===== src/rtl/irq_controller_pkg.sv =====
// Shared CLINT register offsets, mip bit positions and mcause interrupt codes.
// Also consumed by the CSR file and the exception unit.
package irq_controller_pkg;

  localparam logic [15:0] OFF_MSIP        = 16'h0000;
  localparam logic [15:0] OFF_MTIMECMP_LO = 16'h4000;
  localparam logic [15:0] OFF_MTIMECMP_HI = 16'h4004;
  localparam logic [15:0] OFF_MTIME_LO    = 16'hBFF8;
  localparam logic [15:0] OFF_MTIME_HI    = 16'hBFFC;

  localparam int MSIP_BIT = 3;
  localparam int MTIP_BIT = 7;
  localparam int MEIP_BIT = 11;

  typedef enum logic [3:0] {
    CAUSE_NONE = 4'd0,
    CAUSE_MSI  = 4'd3,
    CAUSE_MTI  = 4'd7,
    CAUSE_MEI  = 4'd11
  } irq_cause_e;

  // Fixed priority: external > software > timer.
  function automatic irq_cause_e pick_cause(input logic mei, input logic msi, input logic mti);
    if (mei)      return CAUSE_MEI;
    else if (msi) return CAUSE_MSI;
    else if (mti) return CAUSE_MTI;
    else          return CAUSE_NONE;
  endfunction

endpackage


===== src/rtl/irq_controller_if.sv =====
// MEM-stage load/store port into the CLINT register window.
interface irq_controller_if;
  logic [31:0] bus_addr;
  logic [31:0] bus_wdata;
  logic        bus_we;
  logic        bus_re;
  logic [31:0] bus_rdata;
  logic        bus_hit;

  modport master (
    output bus_addr, bus_wdata, bus_we, bus_re,
    input  bus_rdata, bus_hit
  );

  modport slave (
    input  bus_addr, bus_wdata, bus_we, bus_re,
    output bus_rdata, bus_hit
  );
endinterface


===== src/rtl/irq_controller_sync2.sv =====
// Two-flop synchroniser for the asynchronous external interrupt line.
module irq_sync2 (
  input  logic clk,
  input  logic rst,
  input  logic d,
  output logic q
);
  logic meta;

  always_ff @(posedge clk) begin
    if (!rst) begin
      meta <= 1'b0;
      q    <= 1'b0;
    end else begin
      meta <= d;
      q    <= meta;
    end
  end
endmodule


===== src/rtl/irq_controller.sv =====
// Machine-level interrupt source: msip, 64-bit mtime/mtimecmp, synchronised external IRQ,
// gated into a single irq_req/irq_cause for the exception unit.
module irq_controller
  import irq_controller_pkg::*;
#(
  parameter logic [31:0] BASE_ADDR = 32'h0200_0000,
  parameter int          PRESCALE  = 1,
  parameter int          HOLDOFF   = 3
) (
  input  logic             clk,
  input  logic             rst,
  input  logic             ext_irq,
  input  logic             mstatus_mie,
  input  logic [31:0]      mie,
  input  logic             irq_inhibit,
  input  logic             irq_ack,
  output logic             irq_req,
  output logic [3:0]       irq_cause,
  output logic [31:0]      mip,
  irq_controller_if.slave  bus
);

  localparam int PW = (PRESCALE < 2) ? 1 : $clog2(PRESCALE);
  localparam int HW = (HOLDOFF < 1) ? 1 : $clog2(HOLDOFF + 1);

  logic          msip;
  logic [63:0]   mtime;
  logic [63:0]   mtimecmp;
  logic [PW-1:0] pre;
  logic [HW-1:0] holdoff;
  logic          meip;
  logic          mtip;
  logic          tick;
  logic          hit;
  logic [15:0]   offset;
  logic          wr;
  logic [31:0]   en;

  irq_sync2 u_sync (
    .clk (clk),
    .rst (rst),
    .d   (ext_irq),
    .q   (meip)
  );

  assign offset = bus.bus_addr[15:0];
  assign hit    = (bus.bus_addr[31:16] == BASE_ADDR[31:16]);
  assign wr     = bus.bus_we & hit;
  assign tick   = (pre == PW'(PRESCALE - 1));

  always_ff @(posedge clk) begin
    if (!rst) begin
      msip     <= 1'b0;
      mtime    <= '0;
      mtimecmp <= '1;
      pre      <= '0;
      holdoff  <= '0;
    end else begin
      pre <= tick ? '0 : pre + 1'b1;

      if (wr && offset == OFF_MSIP)        msip            <= bus.bus_wdata[0];
      if (wr && offset == OFF_MTIMECMP_LO) mtimecmp[31:0]  <= bus.bus_wdata;
      if (wr && offset == OFF_MTIMECMP_HI) mtimecmp[63:32] <= bus.bus_wdata;

      // A store to either half of mtime swallows a coincident tick.
      if (wr && offset == OFF_MTIME_LO)      mtime[31:0]  <= bus.bus_wdata;
      else if (wr && offset == OFF_MTIME_HI) mtime[63:32] <= bus.bus_wdata;
      else if (tick)                         mtime        <= mtime + 64'd1;

      // Only an acknowledged live request arms the holdoff window.
      if (irq_ack && irq_req)    holdoff <= HW'(HOLDOFF);
      else if (holdoff != '0)    holdoff <= holdoff - 1'b1;
    end
  end

  assign mtip = (mtime >= mtimecmp);

  always_comb begin
    mip           = '0;
    mip[MEIP_BIT] = meip;
    mip[MTIP_BIT] = mtip;
    mip[MSIP_BIT] = msip;
  end

  assign en        = mip & mie;
  assign irq_cause = pick_cause(en[MEIP_BIT], en[MSIP_BIT], en[MTIP_BIT]);
  assign irq_req   = mstatus_mie & (|en) & ~irq_inhibit & (holdoff == '0);

  always_comb begin
    bus.bus_rdata = '0;
    if (bus.bus_re && hit) begin
      case (offset)
        OFF_MSIP:        bus.bus_rdata = {31'b0, msip};
        OFF_MTIMECMP_LO: bus.bus_rdata = mtimecmp[31:0];
        OFF_MTIMECMP_HI: bus.bus_rdata = mtimecmp[63:32];
        OFF_MTIME_LO:    bus.bus_rdata = mtime[31:0];
        OFF_MTIME_HI:    bus.bus_rdata = mtime[63:32];
        default:         bus.bus_rdata = '0;
      endcase
    end
  end

  assign bus.bus_hit = hit;

endmodule


===== src/flat_wrapper.sv =====
// flat-port wrapper written by rule: the top's interface ports become plain ports
module irq_controller_flat import irq_controller_pkg::*;
#(
  parameter logic [31:0] BASE_ADDR = 32'h0200_0000,
  parameter int          PRESCALE  = 1,
  parameter int          HOLDOFF   = 3
)
  (clk, rst, ext_irq, mstatus_mie, mie, irq_inhibit, irq_ack, irq_req, irq_cause, mip, bus_bus_addr, bus_bus_wdata, bus_bus_we, bus_bus_re, bus_bus_rdata, bus_bus_hit);
  irq_controller_if bus_i ();
  input  logic clk;
  input  logic rst;
  input  logic ext_irq;
  input  logic mstatus_mie;
  input  logic [31:0] mie;
  input  logic irq_inhibit;
  input  logic irq_ack;
  output logic irq_req;
  output logic [3:0] irq_cause;
  output logic [31:0] mip;
  input wire logic [$bits(bus_i.bus_addr)-1:0] bus_bus_addr;
  input wire logic [$bits(bus_i.bus_wdata)-1:0] bus_bus_wdata;
  input wire logic [$bits(bus_i.bus_we)-1:0] bus_bus_we;
  input wire logic [$bits(bus_i.bus_re)-1:0] bus_bus_re;
  output wire logic [$bits(bus_i.bus_rdata)-1:0] bus_bus_rdata;
  output wire logic [$bits(bus_i.bus_hit)-1:0] bus_bus_hit;
  assign bus_i.bus_addr = bus_bus_addr;
  assign bus_i.bus_wdata = bus_bus_wdata;
  assign bus_i.bus_we = bus_bus_we;
  assign bus_i.bus_re = bus_bus_re;
  assign bus_bus_rdata = bus_i.bus_rdata;
  assign bus_bus_hit = bus_i.bus_hit;
  irq_controller #(.BASE_ADDR(BASE_ADDR), .PRESCALE(PRESCALE), .HOLDOFF(HOLDOFF)) u_core (.clk(clk), .rst(rst), .ext_irq(ext_irq), .mstatus_mie(mstatus_mie), .mie(mie), .irq_inhibit(irq_inhibit), .irq_ack(irq_ack), .irq_req(irq_req), .irq_cause(irq_cause), .mip(mip), .bus(bus_i));
endmodule

===== config.mk =====
export PLATFORM = sky130hd
export DESIGN_NAME = irq_controller_flat
export DESIGN_NICKNAME = d
export VERILOG_FILES = /design/src/rtl/irq_controller_pkg.sv /design/src/rtl/irq_controller_if.sv /design/src/rtl/irq_controller_sync2.sv /design/src/rtl/irq_controller.sv /design/src/flat_wrapper.sv
export SDC_FILE = /design/constraint.sdc
export NUM_CORES = 1
export LEC_CHECK = 0
export ABC_AREA = 1
export ABC_CLOCK_PERIOD_IN_PS = 2500
export CORE_AREA = 2 2 186 188
export CTS_CLUSTER_SIZE = 8
export DETAILED_ROUTE_END_ITERATION = 12
export DIE_AREA = 0 0 188 190
export PLACE_DENSITY = 0.6
export SYNTH_ARGS = -nofsm -noshare
export SYNTH_HDL_FRONTEND = slang
export SYNTH_SLANG_ARGS = --single-unit
export TNS_END_PERCENT = 5

===== constraint.sdc =====
create_clock -name clk -period 2.5 [get_ports clk]
set_input_delay 0.625 -clock clk [delete_from_list [all_inputs] [get_ports clk]]
set_output_delay 0.625 -clock clk [all_outputs]
set_load 0.02 [all_outputs]

==> flow_metrics.env <==
export IMPL_fmax_mhz=321
export IMPL_worst_path_max_delay_cell="dfxtp_2"
export IMPL_pwr_share_seq=0.422
export IMPL_cts_tree="yes"
export IMPL_io_buffers=115
export IMPL_layout_setup_ws_ns=-0.612
export IMPL_clk_path_buf_depth=2
export IMPL_relSlewSlack=0.632
export IMPL_finalWirelength_um=45100
export IMPL_critPathKind="reg -> out"
export IMPL_switching_share=0.268
export IMPL_cts_root_buf="clkbuf_16"
export IMPL_vdd_drop_max_v=0.000382
export IMPL_slew_viol_final=0
export IMPL_clkPwrFrac=0.476
export IMPL_fin_nets=2030
export IMPL_hold_slack_ns=0.414
export IMPL_core_area_mm2=0.0339
export IMPL_htreeDepth=4
export IMPL_p_int_w=0.00376
export IMPL_drt_iter0_markers=1098
export IMPL_first_global_vias=11500
export IMPL_hold_start="u_core.u_sync.meta"
export IMPL_crit_fanout=3
export IMPL_p_comb_frac=0.102
export IMPL_hpwl_um=34100
export IMPL_drive_above_1_share=0.292
export IMPL_setup_violations_final=37
export IMPL_insertion_delay_ns=0.44
export IMPL_viasPerCell=5.11
export IMPL_hold_class="reg -> reg"
export IMPL_critPathArrivalTime_ns=2.49
export IMPL_worst_pin_slew_ns=0.553
export IMPL_r2r_setup_slack_ns=0.05
export IMPL_ctsHoldBuffers=0
export IMPL_post_route_cell_area_mm2=0.0152
export IMPL_gp_congestion=1.02
export IMPL_synth_top_cell_area_share=0.268
export IMPL_avgSynthCellArea_um2=6.63
export IMPL_highest_signal_layer="met4"
export IMPL_syn_inst=1510
export IMPL_synthFlopType="dfxtp_1"
export IMPL_switchingPower_w=0.00137
export IMPL_grt_max_degree=74
export IMPL_max_stage_delay_ns=0.33
export IMPL_crit_buf_inv=2
export IMPL_r2r_start="u_core.mtime[1]"
export IMPL_yosysMostFrequentCell="nand2_1"
export IMPL_crit_required_ns=1.88
export IMPL_reg2regPathDepth=13
export IMPL_grt_pass1_wl_um=68500
export IMPL_synth_edf_count=0
export IMPL_path_cells="inv_1 -> ha_4 -> nand2_2 -> nor2_4 -> nand4_1 -> nor2_1 -> nand2_2 -> nand2_4 -> nand2_2 -> nand2_4 -> nand2_4 -> a21boi_1 -> buf_4"
export IMPL_worstHoldEndpoint="u_core.u_sync.q"
export IMPL_synth_area_leaders="dfxtp_1 27%, nand2_1 9.7%, ha_1 8.2%"
export IMPL_drtPass1Iterations=6
export IMPL_die_y_um=190
export IMPL_fin_crit_ns=3.11
export IMPL_cts_clk_slew_worst_paths_ns=0.06
export IMPL_synth_seq_cells=134
export IMPL_syn_cell_area_mm2=0.0100
export IMPL_yosys_area_top_type="dfxtp_1"
export IMPL_finalCritPeriodShare=1.24
export IMPL_start_util=0.295
export IMPL_cts_sinks=134
export IMPL_design_portCount=174
export IMPL_p_leak_nw=6.98
export IMPL_hold_viol_final=0
export IMPL_yosys_warnings=0
export IMPL_async_flop_share=0
export IMPL_drtAntennaViolNets=0
export IMPL_track_usage=0.250
export IMPL_rsz0062_at_grt="yes"
export IMPL_r2r_end="u_core.mtime[46]"
export IMPL_wl_per_cell_um=19.4
export IMPL_area_delta_synth_final_pct=51.6
export IMPL_antenna_found_initial=0
export IMPL_met3WireLength_um=3070
export IMPL_ys_seq_area_frac=0.268
export IMPL_row_count=68
export IMPL_finalSetupTns_ns=-19.72
export IMPL_route_met2_wl_um=20100
export IMPL_dieArea_mm2=0.0357
export IMPL_num_vias=11900
export IMPL_overflow=0
export IMPL_drc=0
export IMPL_synthTopCellsByCount="260 x nand2_1, 183 x inv_1, 179 x nor2_1"
export IMPL_cpLargestDelayFamily="simple AND/OR/NAND/NOR gates"
export IMPL_power_density_mw_per_mm2=338
export IMPL_fp_dieW_um=188
export IMPL_cts_buffers=17
export IMPL_dpl_instance_area_mm2=0.0139
export IMPL_violations="negative setup slack"
export IMPL_whs_path_depth=2
export IMPL_wl_met1_um=20200
export IMPL_worst_setup_path_end_kind="output pin"
export IMPL_skew_ns=0.00935
export IMPL_diodes=0
export IMPL_cap_violations=0
export IMPL_start_kind="flop"
export IMPL_status="complete, but fails checks"
export IMPL_synth_cell_type_count=47
-- placed cells by master (no fill, tap or decap), types with 12 or more instances in the layout --
master             n
a21oi_1          132
a221oi_1          18
a221oi_2          13
a31oi_1           23
buf_12            25
buf_4            265
buf_6             29
clkbuf_16         17
clkdlybuf4s50_1   60
conb_1            30
dfxtp_1          129
ha_1              56
inv_1            174
inv_2             14
nand2_1          240
nand2_2           18
nand3_1           63
nand4_1           34
nor2_1           135
nor2_4            49
nor3_1            22
o211ai_1          12
o21ai_0           90
o21ai_1           19
o22ai_1           20
xor2_1            26
-- metrics by stage --
step / power, W / instances / setup slack [ns] / utilization
floorplan: 0.00249 / 1539 / -0.0722 / -
global placement: 0.00272 / 2278 / -1.39 / 0.409
detailed placement: 0.00273 / 2278 / -1.38 / 0.409
CTS: 0.00516 / 2327 / -0.627 / 0.440
global route: 0.00531 / 2326 / -0.721 / 0.447
finish: 0.00513 / 2326 / -0.612 / 0.447
-- worst min-delay path: cells and delay by family, from the launching register on --
kind / cells / cell delay, ns
flops: 1 / 0.31
simple gates: 1 / 0.04
buf+inv: 1 / 0.04
-- metal layers --
layer | up-vias | global-route usage
met3 | 89 | 0.0358
met5 | - | 0
li1 | 5736 | -
met2 | 500 | 0.399
met1 | 5552 | 0.342
met4 | 0 | 0.0942
-- repair_timing --
| item | CTS | global route |
|---|---|---|
| pin swaps | 21 | 27 |
| setup endpoints to repair | 82 | 58 |
| gates cloned | 3 | 0 |
| endpoints found under the hold margin | 0 | 0 |
| buffers inserted | 17 | 0 |
| resized for setup | 329 | 64 |
-- state kept, by name, summed over array words and instances (netlist names) --
| signal | cells |
|---|---|
| u_core.msip | 1 |
| u_core.mtime | 64 |
| u_core.pre | 1 |
| u_core.u_sync.meta | 1 |
| u_core.holdoff | 2 |
| u_core.u_sync.q | 1 |
| u_core.mtimecmp | 64 |
-- power by group through the flow --
stage	registers [W]	clock network (W)	logic [W]
floorplan	0.00221	0	0.000276
global placement	0.00221	0	0.000503
detailed placement	0.00221	0	0.000513
CTS	0.00217	0.00247	0.000518
global route	0.00217	0.00257	0.000570
finish	0.00217	0.00244	0.000524
-- cells by family (layout without fill, tap and decap cells) --
group | Yosys count | count (layout) | synth area share
AO/OA/AOI/OAI | 353 | 353 | 0.202
XOR/XNOR | 36 | 36 | 0.0315
adder cells (fa/ha/maj) | 66 | 66 | 0.0825
buffers and inverters | 288 | 620 | 0.127
flip-flops | 134 | 134 | 0.268
other | 1 | 30 | 0.000374
AND/OR/NAND/NOR | 632 | 632 | 0.289
-- final cells by class --
cell class | instances | area [µm²]
fillers | 3401 | 18800
multi-input cells | 1117 | 7010
repair buffers | 399 | 3640
flip-flops and latches | 134 | 2690
inverters | 191 | 726
well taps | 455 | 569
clock buffers | 18 | 439
clock inverters | 12 | 108
-- worst max-delay path by stage --
stage	start	slack, ns	endpoint	cells past startpoint
3_3_place_gp	bus_bus_addr[8]	-1.39	bus_bus_rdata[24]	12
5_1_grt	u_core.mtimecmp[30]	-0.72	irq_req	13
6_report	u_core.mtimecmp[30]	-0.61	irq_req	13
3_5_place_dp	bus_bus_addr[14]	-1.38	bus_bus_rdata[10]	11
4_1_cts	u_core.mtimecmp[14]	-0.63	irq_cause[1]	15
2_1_floorplan	bus_bus_addr[1]	-0.07	bus_bus_rdata[10]	9
Power figures use the tool's default switching activity.
